$ cat src/rtl/bit_index_encoder_pkg.sv
// rtl/bit_index_encoder_pkg.sv - shared types and bit-scan helpers for bit_index_encoder
package bit_index_encoder_pkg;

    typedef enum logic {IDLE, SCAN} enc_state_t;

    // Helpers take a fixed-width vector; callers zero-extend their N-bit vector.
    localparam int MAX_N = 128;

    function automatic int lowest_set_index(input logic [MAX_N-1:0] v);
        int idx;
        idx = 0;
        for (int i = MAX_N - 1; i >= 0; i--) begin
            if (v[i]) idx = i;
        end
        return idx;
    endfunction

    function automatic logic is_single_bit(input logic [MAX_N-1:0] v);
        return (v != '0) && ((v & (v - MAX_N'(1))) == '0);
    endfunction

endpackage

$ cat src/rtl/bit_index_encoder_if.sv
// rtl/bit_index_encoder_if.sv - input/output handshake bundle; out_count with BIT_INDEX_ENCODER_COUNT_EN
interface bit_index_encoder_if #(
    parameter int N = 16
);
    localparam int W = $clog2(N);

    logic         in_valid;
    logic         in_ready;
    logic [N-1:0] in_bits;
    logic         out_valid;
    logic         out_ready;
    logic [W-1:0] out_index;
    logic         out_last;
    logic         busy;
`ifdef BIT_INDEX_ENCODER_COUNT_EN
    logic [W:0]   out_count;
`endif

    modport slave (
        input  in_valid, in_bits, out_ready,
        output in_ready, out_valid, out_index, out_last, busy
`ifdef BIT_INDEX_ENCODER_COUNT_EN
        , output out_count
`endif
    );

    modport master (
        output in_valid, in_bits, out_ready,
        input  in_ready, out_valid, out_index, out_last, busy
`ifdef BIT_INDEX_ENCODER_COUNT_EN
        , input out_count
`endif
    );

endinterface

$ cat src/rtl/bit_index_encoder_priority.sv
// rtl/bit_index_encoder_priority.sv - combinational lowest-set-bit encoder
module priority_encoder_lsb
    import bit_index_encoder_pkg::*;
#(
    parameter  int N = 16,
    localparam int W = $clog2(N)
) (
    input  logic [N-1:0] vec,
    output logic [W-1:0] idx,
    output logic         any
);

    assign idx = W'(lowest_set_index(MAX_N'(vec)));
    assign any = (vec != '0);

endmodule

$ cat src/rtl/bit_index_encoder.sv
// rtl/bit_index_encoder.sv - serialises set-bit indices of a vector, lowest first
// Optional out_count popcount port enabled by BIT_INDEX_ENCODER_COUNT_EN.
module bit_index_encoder
    import bit_index_encoder_pkg::*;
#(
    parameter  int N = 16,
    localparam int W = $clog2(N)
) (
    input  logic               clk,
    input  logic               rst_n,
    bit_index_encoder_if.slave bus
);

    enc_state_t   state_q;
    logic [N-1:0] pending_q;
    logic [N-1:0] pending_d;
    logic         in_ready_q;
    logic         out_valid_q;
    logic         busy_q;
    logic [W-1:0] enc_idx;
    logic         enc_any;
    logic         last_w;
`ifdef BIT_INDEX_ENCODER_COUNT_EN
    logic [W:0]   count_q;
`endif

    priority_encoder_lsb #(.N(N)) u_enc (
        .vec (pending_q),
        .idx (enc_idx),
        .any (enc_any)
    );

    // Handshake retires the lowest set bit, which is exactly the one on out_index.
    assign pending_d = pending_q & (pending_q - N'(1));
    assign last_w    = (state_q == SCAN) && is_single_bit(MAX_N'(pending_q));

    always_ff @(posedge clk or negedge rst_n) begin
        if (!rst_n) begin
            state_q     <= IDLE;
            pending_q   <= '0;
            in_ready_q  <= 1'b1;
            out_valid_q <= 1'b0;
            busy_q      <= 1'b0;
`ifdef BIT_INDEX_ENCODER_COUNT_EN
            count_q     <= '0;
`endif
        end else begin
            case (state_q)
                IDLE: begin
                    if (bus.in_valid) begin
                        pending_q <= bus.in_bits;
`ifdef BIT_INDEX_ENCODER_COUNT_EN
                        count_q   <= (W+1)'($countones(bus.in_bits));
`endif
                        if (bus.in_bits != '0) begin
                            state_q     <= SCAN;
                            in_ready_q  <= 1'b0;
                            out_valid_q <= 1'b1;
                            busy_q      <= 1'b1;
                        end
                    end
                end
                SCAN: begin
                    if (bus.out_ready) begin
                        pending_q <= pending_d;
                        if (last_w || !enc_any) begin
                            state_q     <= IDLE;
                            in_ready_q  <= 1'b1;
                            out_valid_q <= 1'b0;
                            busy_q      <= 1'b0;
                        end
                    end
                end
            endcase
        end
    end

    assign bus.in_ready  = in_ready_q;
    assign bus.out_valid = out_valid_q;
    assign bus.busy      = busy_q;
    assign bus.out_index = enc_idx;
    assign bus.out_last  = last_w;
`ifdef BIT_INDEX_ENCODER_COUNT_EN
    assign bus.out_count = count_q;
`endif

endmodule

$ cat src/flat_wrapper.sv
// flat-port wrapper written by rule: the top's interface ports become plain ports
module bit_index_encoder_flat import bit_index_encoder_pkg::*;
#(
    parameter  int N = 16,
    localparam int W = $clog2(N)
)
  (clk, rst_n, bus_in_valid, bus_in_bits, bus_out_ready, bus_in_ready, bus_out_valid, bus_out_index, bus_out_last, bus_busy);
  bit_index_encoder_if #(.N(N)) bus_i ();
  input  logic clk;
  input  logic rst_n;
  input wire logic [$bits(bus_i.in_valid)-1:0] bus_in_valid;
  input wire logic [$bits(bus_i.in_bits)-1:0] bus_in_bits;
  input wire logic [$bits(bus_i.out_ready)-1:0] bus_out_ready;
  output wire logic [$bits(bus_i.in_ready)-1:0] bus_in_ready;
  output wire logic [$bits(bus_i.out_valid)-1:0] bus_out_valid;
  output wire logic [$bits(bus_i.out_index)-1:0] bus_out_index;
  output wire logic [$bits(bus_i.out_last)-1:0] bus_out_last;
  output wire logic [$bits(bus_i.busy)-1:0] bus_busy;
  assign bus_i.in_valid = bus_in_valid;
  assign bus_i.in_bits = bus_in_bits;
  assign bus_i.out_ready = bus_out_ready;
  assign bus_in_ready = bus_i.in_ready;
  assign bus_out_valid = bus_i.out_valid;
  assign bus_out_index = bus_i.out_index;
  assign bus_out_last = bus_i.out_last;
  assign bus_busy = bus_i.busy;
  bit_index_encoder #(.N(N)) u_core (.clk(clk), .rst_n(rst_n), .bus(bus_i));
endmodule
$ cat config.mk
export PLATFORM = sky130hd
export DESIGN_NAME = bit_index_encoder_flat
export DESIGN_NICKNAME = d
export VERILOG_FILES = /design/src/rtl/bit_index_encoder_pkg.sv /design/src/rtl/bit_index_encoder_if.sv /design/src/rtl/bit_index_encoder_priority.sv /design/src/rtl/bit_index_encoder.sv /design/src/flat_wrapper.sv
export SDC_FILE = /design/constraint.sdc
export NUM_CORES = 1
export LEC_CHECK = 0
export CAP_MARGIN = 10
export CORE_ASPECT_RATIO = 0.7
export CORE_UTILIZATION = 40
export DETAILED_ROUTE_END_ITERATION = 16
export GPL_ROUTABILITY_DRIVEN = 1
export GPL_TIMING_DRIVEN = 0
export PLACE_DENSITY = 0.67
export SYNTH_ARGS = -nofsm -noshare
export SYNTH_HDL_FRONTEND = slang
export SYNTH_HIERARCHICAL = 1
export SYNTH_SLANG_ARGS = --single-unit
$ cat constraint.sdc
create_clock -name clk -period 2.9 [get_ports clk]
set_clock_uncertainty 0.2 [all_clocks]
set_input_delay 0.58 -clock clk [delete_from_list [all_inputs] [get_ports clk]]
set_output_delay 0.58 -clock clk [all_outputs]
set_load 0.02 [all_outputs]
Word level (Yosys, flattened, before mapping)
Index checks and enable logic that the tools add are counted.
- bitwise logic cells: 3
- mux-type cells: 34
- eq/ne operators: 4
- $add $sub $neg: 2
- reduce and logical (&&, ||, !) cells: 9
- operator list (cell ; count):
    $and 16x128->128 ; 1
    $logic_not 128->1 ; 1
    $mux 4 ; 16
    $mux 16 ; 2
    $pmux 16 s2 ; 1
    $reduce_bool 16->1 ; 2
    $sub 16x1->17 const B ; 1
    $and 16x16->16 ; 1
    $sub 16x1->16 const B ; 1
    $mux 1 ; 12
    $ne 2x2->1 const B ; 3
    $pmux 1 s2 ; 3
    $reduce_and 4->1 ; 1
    $logic_and 1x1->1 ; 2
    $ne 2x1->1 const B ; 1
    $reduce_and 2->1 ; 1
    $logic_not 1->1 ; 1
    $logic_or 1x1->1 ; 1
    $not 1->1 ; 1
- input bits: 20
- flip-flop bits (word level): 19

Longest topological paths before layout
Gate-level depths: netlist (run 1).
- depth after elaboration: 16
- depth in mapped cells: 7

Hierarchy
The synthesis (run 1) kept the hierarchy.
- modules (own cells, without submodules) (module ; cells each ; instances ; area each (um2) ; seq. area each (um2)):
    bit_index_encoder ; 129 ; 1 ; 1222.4 ; 476.7
    priority_encoder_lsb ; 34 ; 1 ; 176.4 ; 0.0

Worst setup path after synthesis (run 1)
Ideal clock, no wire load.
- kind: register to output
- from: register u_core.pending_q[2]
- to: output bus_out_last
- cell stages (with the launch flop): 7
- path slack: -300 ps
- data arrival time: 2420 ps
- cell sequence: dfrtp_1 -> or4_1 -> buf_2 -> or3_4 -> a211oi_2 -> nor3_1 -> nor4_1
- longest elaborated chain between the ends: 5
- elaborated cells between the ends (all ways): 6
- classes of those cells: add/sub: 1; bitwise: 1; reduce/logical: 4
- RTL lines (what ; RTL line ; RTL):
    start: declaration ; bit_index_encoder.sv:15 ; logic [N-1:0] pending_q;
    start signal: assignment ; bit_index_encoder.sv:51 ; pending_q <= bus.in_bits;
    start signal: assignment ; bit_index_encoder.sv:65 ; pending_q <= pending_d;
    $sub 16x1->17 ; bit_index_encoder_pkg.sv:19 ; return (v != '0) && ((v & (v - MAX_N'(1))) == '0);
    $and 16x128->128 ; bit_index_encoder_pkg.sv:19 ;
    $logic_not 128->1 ; bit_index_encoder_pkg.sv:19 ;
    $logic_and 1x1->1 (*) ; bit_index_encoder_pkg.sv:19 ;
    $logic_and 1x1->1 (*) ; bit_index_encoder.sv:35 ; assign last_w = (state_q == SCAN) && is_single_bit(MAX_N'(pending_q));
    end: declaration ; flat_wrapper.sv:17 ; output wire logic [$bits(bus_i.out_last)-1:0] bus_out_last;
Every way passes the cells marked *; elsewhere a longest branch is shown, timed or not.

Worst setup path after layout (run 1)
Same ends and word-level chain as after synthesis.

==> results.yml, run 1 <==
run_status:
  status: "finished with violations"
  violations: "setup timing"
route:
  num_vias: 1587
  drc: 0
  antenna_left: 0
  wire_per_inst_um: 18.7
  drtIter0Drc: 122
  detail_route.first_pass.iterations: 4
  wl_um: 4670
  routed_via_density: 6.35
placed_design:
  placed_cells: 236
  place.detailed.hpwl_um: 3120
  numPortBuffers: 26
  place_congestion: 0.897
  placed_area_sq_mm: 0.00172
  post-place-ws_ns: -0.691
clocking:
  htreeDepth: 1
  clk_pin_slew_worst_paths_ns: 0.07
  cts_tree: "yes"
  cts-root-buf: "clkbuf_8"
  cts_hold_buf: 0
  numCtsBuffers: 3
  cts_sinks: 19
  clockBufferDepth: 2
  clk_latency_ns: 0.26
power_and_ir_drop:
  p_leak_nw: 0.734
  peakVddDrop_mv: 0.497
  power_density_mw_per_mm2: 1170
die:
  die-area_sq_mm: 0.00374
  die_height_um: 51.5
  design.portCount: 28
  rows: 17
  die_w_um: 72.7
  core_area_sq_mm: 0.00323
  start_util_pct: 43.3
synth:
  avgSynthCellArea_sq_um: 8.58
  synth_top_area_share_pct: 32.2
  netlist_area_sq_mm: 0.00140
  syn-num-nets: 183
  synth_seq_cells: 19
  synth_cells: 163
  ys_types: 41
  yosys-top-cells-area: "dfrtp_1, mux2i_1, o21ai_0"
  synth_seq_area_share_pct: 34.1
  yosys_warnings: 6
  synth_top_area_cell: "dfrtp_1"
critical_path:
  crit_type: "register to primary output"
  cp_slowest_cell: "or4_4"
  critPathRequiredTime_ns: 2.12
  crit_start: "u_core/pending_q[2]"
  path_depth: 7
  cp_common_cell: "buf_4"
  slowest_delay_ns: 0.59
  crit_family: "simple AND/OR/NAND/NOR gates"
  cp.arrival_ns: 2.49
  end_kind: "primary output"
  path_cells: "or4_4, nand4b_1, buf_4, nor4_4, xor2_1, nor4_2, buf_4"
  r2r_start: "u_core/pending_q[2]"
  crit_fanout: 8
  cp.buffers_inverters: 2
  cp-start-kind: "register"
  r2r_cells: 8
grt:
  antenna_found_initial: 0
  grt-busiest-layer: "met2"
  grtUsageMet2_pct: 42.5
  gr-usage-met1_pct: 39.0
  grt_pass1_vias: 1460
  gr-total-overflow: 0
  track_usage_pct: 27.6
  grt_max_degree: 20
  grtUsageMet3_pct: 6.31
  grt_pass1_wl_um: 7650
sta:
  hold_viol: 0
  period_share_pct: 113
  tightest_slew_ns: 0.924
  slew_violations: 0
  setup_slack_ns: -0.368
  fin_tns_setup_ns: -0.461
  fmax_mhz: 306
  maxSlewHeadroom_pct: 38.2
  final.min_clock_period_ns: 3.27
  setup_viol: 3
  rsz0062_at_grt: "yes"
finish:
  areaGrowthSynthToFinish_pct: 37.3
  mostFrequentLayoutCells: "clkdlybuf4s50_1, o21ai_0, mux2i_1"
  drive_gt1_share_pct: 20.2
  num_antenna_cells: 0
  final_common_cell: "clkdlybuf4s50_1"
  final_core_util_pct: 59.4
  nets: 224
  design_area_sq_mm: 0.00192
  fillers: 276
  fin_cells: 250
min_path:
  worstHoldStart: "u_core/bus.in_ready"
  hold_depth: 2
  hold_class: "register to register"
run:
  max_cap_violations: 0
[cells by family (layout without fill, tap and decap cells)]
family          Yosys count  count (layout)  synth area share (%)
compound gates           51              51                  24.4
mux                      16              16                  11.4
simple gates             62              62                  25.3
flops                    19              19                  34.1
buf+inv                  14              54                  4.11
xor+xnor                  1               1                 0.626
[worst min-delay path, stage by stage, from the launching register on]
cell      delay, ns
dfstp_2        0.37
nand2_1        0.05
o211ai_1       0.09
[metal layers]
| layer | wire (um) | vias to the layer above |
|---|---|---|
| li1 | - | 721 |
| met1 | 1980 | 762 |
| met2 | 2090 | 87 |
| met3 | 457 | 17 |
| met4 | 141 | 0 |
| met5 | 0 | - |
[cell type report]
type	count	area, sq um	area share [%]
multi-input combinational	130	935	48.7
buffer	9	37.5	1.95
tap	47	58.8	3.06
timing repair buffer	37	340	17.7
sequential	19	488	25.4
clock inverter	1	5.00	0.261
inverter	4	15.0	0.782
clock buffer	3	41.3	2.15
[final timing paths]
check,end,slack [ns]
max in group asynchronous,u_core/pending_q[2],1.24
worst min register to register,u_core/bus.in_ready,0.31
worst max-delay path,bus_out_last,-0.37
min in group asynchronous,u_core/pending_q[10],0.63
worst max register to register,u_core/bus.busy,-0.07
worst min-delay path,u_core/bus.in_ready,0.31
[synth_stat cells]
| cell | n |
|---|---|
| or3_4 | 1 |
| xor2_1 | 1 |
| o21a_1 | 2 |
| o311ai_0 | 4 |
| o22ai_1 | 4 |
| nand2b_1 | 2 |
| dfrtp_1 | 18 |
| nand3b_1 | 1 |
| mux2i_1 | 16 |
| and3_1 | 1 |
| nor2_1 | 9 |
| o211ai_1 | 8 |
| nor2_2 | 1 |
| nor4_2 | 2 |
| and3b_1 | 1 |
| or3_1 | 4 |
| buf_4 | 1 |
| nand4b_1 | 1 |
| nand3_1 | 7 |
| o22a_1 | 1 |
| a31oi_1 | 2 |
| inv_1 | 4 |
| nand2_1 | 10 |
| a211oi_1 | 1 |
| o311ai_1 | 1 |
| buf_2 | 1 |
| dfstp_2 | 1 |
| a211oi_2 | 1 |
| and4b_1 | 1 |
| a21oi_1 | 4 |
| o311a_1 | 2 |
| nand4_1 | 2 |
| nor2b_1 | 1 |
| nor4_1 | 10 |
| or4_1 | 2 |
| o221a_2 | 1 |
| o31ai_1 | 2 |
| o21ai_0 | 18 |
| clkbuf_1 | 6 |
| nor3_1 | 6 |
| buf_1 | 2 |
[stage by stage]
| stage | hold slack, ns | total power (W) |
|---|---|---|
| finish | 0.311 | 0.00225 |
| global route | 0.348 | 0.00242 |
| CTS | 0.306 | 0.00212 |
| detailed placement | 0.296 | 0.00179 |
| global placement | 0.280 | 0.00174 |
| floorplan | 0.0844 | 0.00136 |
[sequential cells by signal (all words and copies together) (netlist names)]
name and flops:
u_core/state_q 1, u_core/pending_q 16, u_core/bus.busy 1, u_core/bus.in_ready 1
[what timing repair did]
item | CTS | global route
pin swaps | 2 | 5
setup endpoints to repair | 2 | 7
buffers inserted | 4 | 8
gates resized for setup | 16 | 12
[power breakdown]
group          internal [W]  switching [W]
Combinational      0.000676       0.000786
Clock             0.0000956      0.0000934
Sequential         0.000380       0.000220
No activity file was read; power rests on OpenSTA's default activity.
==> run 2, diff against run 1 <==
Settings changed: SKIP_LAST_GASP set to 1.
==> results of run 2 <==
Final layout, timing and power as in run 1 (identical DEF).
==> run 3, diff against run 2 <==
Settings changed: ABC_CLOCK_PERIOD_IN_PS set to 2600, CORE_UTILIZATION 40 to 46, PLACE_DENSITY 0.67 to 0.75.
Clock period 2.9 ns to 2.6 ns, I/O delays scaled along.
==> results.yml, run 3 (synthesis results as in run 1) <==
critical_path:
  cp.buffers_inverters: 2
  cp-start-kind: "register"
  cp_common_cell: "buf_4"
  cp_slowest_cell: "or4_4"
  end_kind: "primary output"
  cp.arrival_ns: 2.50
  crit_type: "register to primary output"
  crit_family: "simple AND/OR/NAND/NOR gates"
  slowest_delay_ns: 0.55
  crit_fanout: 4
  critPathRequiredTime_ns: 1.88
  path_cells: "or4_4, buf_4, or3_4, a211oi_4, nor3_1, nor4_2, buf_4"
power_and_ir_drop:
  p_leak_nw: 0.741
  peakVddDrop_mv: 0.589
  finalPower_w: 0.00244
  power_density_mw_per_mm2: 1290
finish:
  mostFrequentLayoutCells: "clkdlybuf4s50_1, o21ai_0, mux2i_1"
  largest_register_ffs: 16
  nets: 224
  final_common_cell: "clkdlybuf4s50_1"
  top_register: "u_core/pending_q"
  areaGrowthSynthToFinish_pct: 35.4
  design_area_sq_mm: 0.00189
  fillers: 218
  num_antenna_cells: 0
  drive_gt1_share_pct: 19.7
  final_core_util_pct: 66.6
die:
  core_area_sq_mm: 0.00284
  die_w_um: 67.9
  die-area_sq_mm: 0.00327
  start_util_pct: 49.2
  rows: 16
  design.portCount: 28
  die_height_um: 48.1
route:
  routed_via_density: 6.43
  num_vias: 1537
  wl_um: 4250
  drtIter0Drc: 111
  detail_route.first_pass.iterations: 4
  drc: 0
  antenna_left: 0
  wire_per_inst_um: 17.8
sta:
  setup_viol: 4
  slew_violations: 0
  rsz0062_at_grt: "yes"
  timing.hold.ws_ns: 0.308
  hold_viol: 0
  setup_slack_ns: -0.618
  maxSlewHeadroom_pct: 42.4
  period_share_pct: 124
  fin_tns_setup_ns: -1.17
  fmax_mhz: 311
  final.min_clock_period_ns: 3.22
  tightest_slew_ns: 0.861
grt:
  grt_pass1_vias: 1319
  track_usage_pct: 28.1
  antenna_found_initial: 0
  gr-total-overflow: 0
  grt_max_degree: 20
  grt_pass1_wl_um: 6470
placed_design:
  placed_area_sq_mm: 0.00171
  numPortBuffers: 26
  place_congestion: 0.864
  place.detailed.hpwl_um: 2980
run:
  max_cap_violations: 0
clocking:
  clockBufferDepth: 2
  cts_tree: "yes"
  cts_hold_buf: 0
  cts-root-buf: "clkbuf_8"
  cts_sinks: 19
  numCtsBuffers: 3
  clk_pin_slew_worst_paths_ns: 0.07
  clk_latency_ns: 0.26
  htreeDepth: 1
min_path:
  hold_class: "register to register"
run_status:
  violations: "setup timing"
  status: "finished with violations"
run 3: final timing paths:
path / to / startpoint / slack [ns] / cells after the start
min in group asynchronous: u_core/state_q / rst_n / 0.55 / 1
max reg2reg: u_core/bus.busy / u_core/pending_q[3] / -0.30 / 8
max in group asynchronous: u_core/pending_q[15] / rst_n / 1.06 / 1
min reg2reg: u_core/bus.in_ready / u_core/bus.in_ready / 0.31 / 2
min: u_core/bus.in_ready / u_core/bus.in_ready / 0.31 / 2
max: bus_out_last / u_core/pending_q[3] / -0.62 / 7
run 3: cell type report:
| cell class | count | area (sq um) | area share [%] |
|---|---|---|---|
| buffer | 9 | 37.5 | 1.98 |
| clock buffer | 4 | 45.0 | 2.38 |
| inverter | 4 | 15.0 | 0.793 |
| multi-input combinational | 130 | 928 | 49.0 |
| sequential | 19 | 488 | 25.8 |
| tap | 36 | 45.0 | 2.38 |
| timing repair buffer | 37 | 335 | 17.7 |
run 3: routing by layer:
layer	up-vias	wire length [um]	share of wire, %	track usage (%)
met3	9	315	7.4	5.84
met5	-	0	0	0
li1	722	-	-	-
met1	737	1960	46	39.5
met4	0	52	1.2	9.17
met2	69	1920	45	44.0
run 3: metrics by stage:
step                      setup slack [ns]  cells
after global routing                -0.673    239
after global placement              -0.849    225
after CTS                           -0.615    234
after detailed placement            -0.925    225
after floorplan                     -0.302    163
final                               -0.618    239
run 3: power breakdown:
| group | internal [W] | switching (W) | leakage [nW] | total, W |
|---|---|---|---|---|
| clock | 0.000109 | 0.0000963 | 0.0228 | 0.000205 |
| sequential | 0.000425 | 0.000231 | 0.227 | 0.000656 |
| combinational | 0.000733 | 0.000851 | 0.491 | 0.00158 |
run 3: worst reg2reg max path: stages, from the launching register on:
cell and delay [ns]:
dfrtp_2 0.41, or4_4 0.55, buf_4 0.17, or3_4 0.36
a211oi_4 0.28, buf_4 0.16, o311ai_2 0.09, or4_4 0.45
o221a_4 0.13
run 3: repair_timing:
action | 4_1_cts | 5_1_grt
pin swaps | 1 | 7
setup buffers | 5 | 6
resized for setup | 26 | 5
endpoints found under the setup margin | 8 | 5
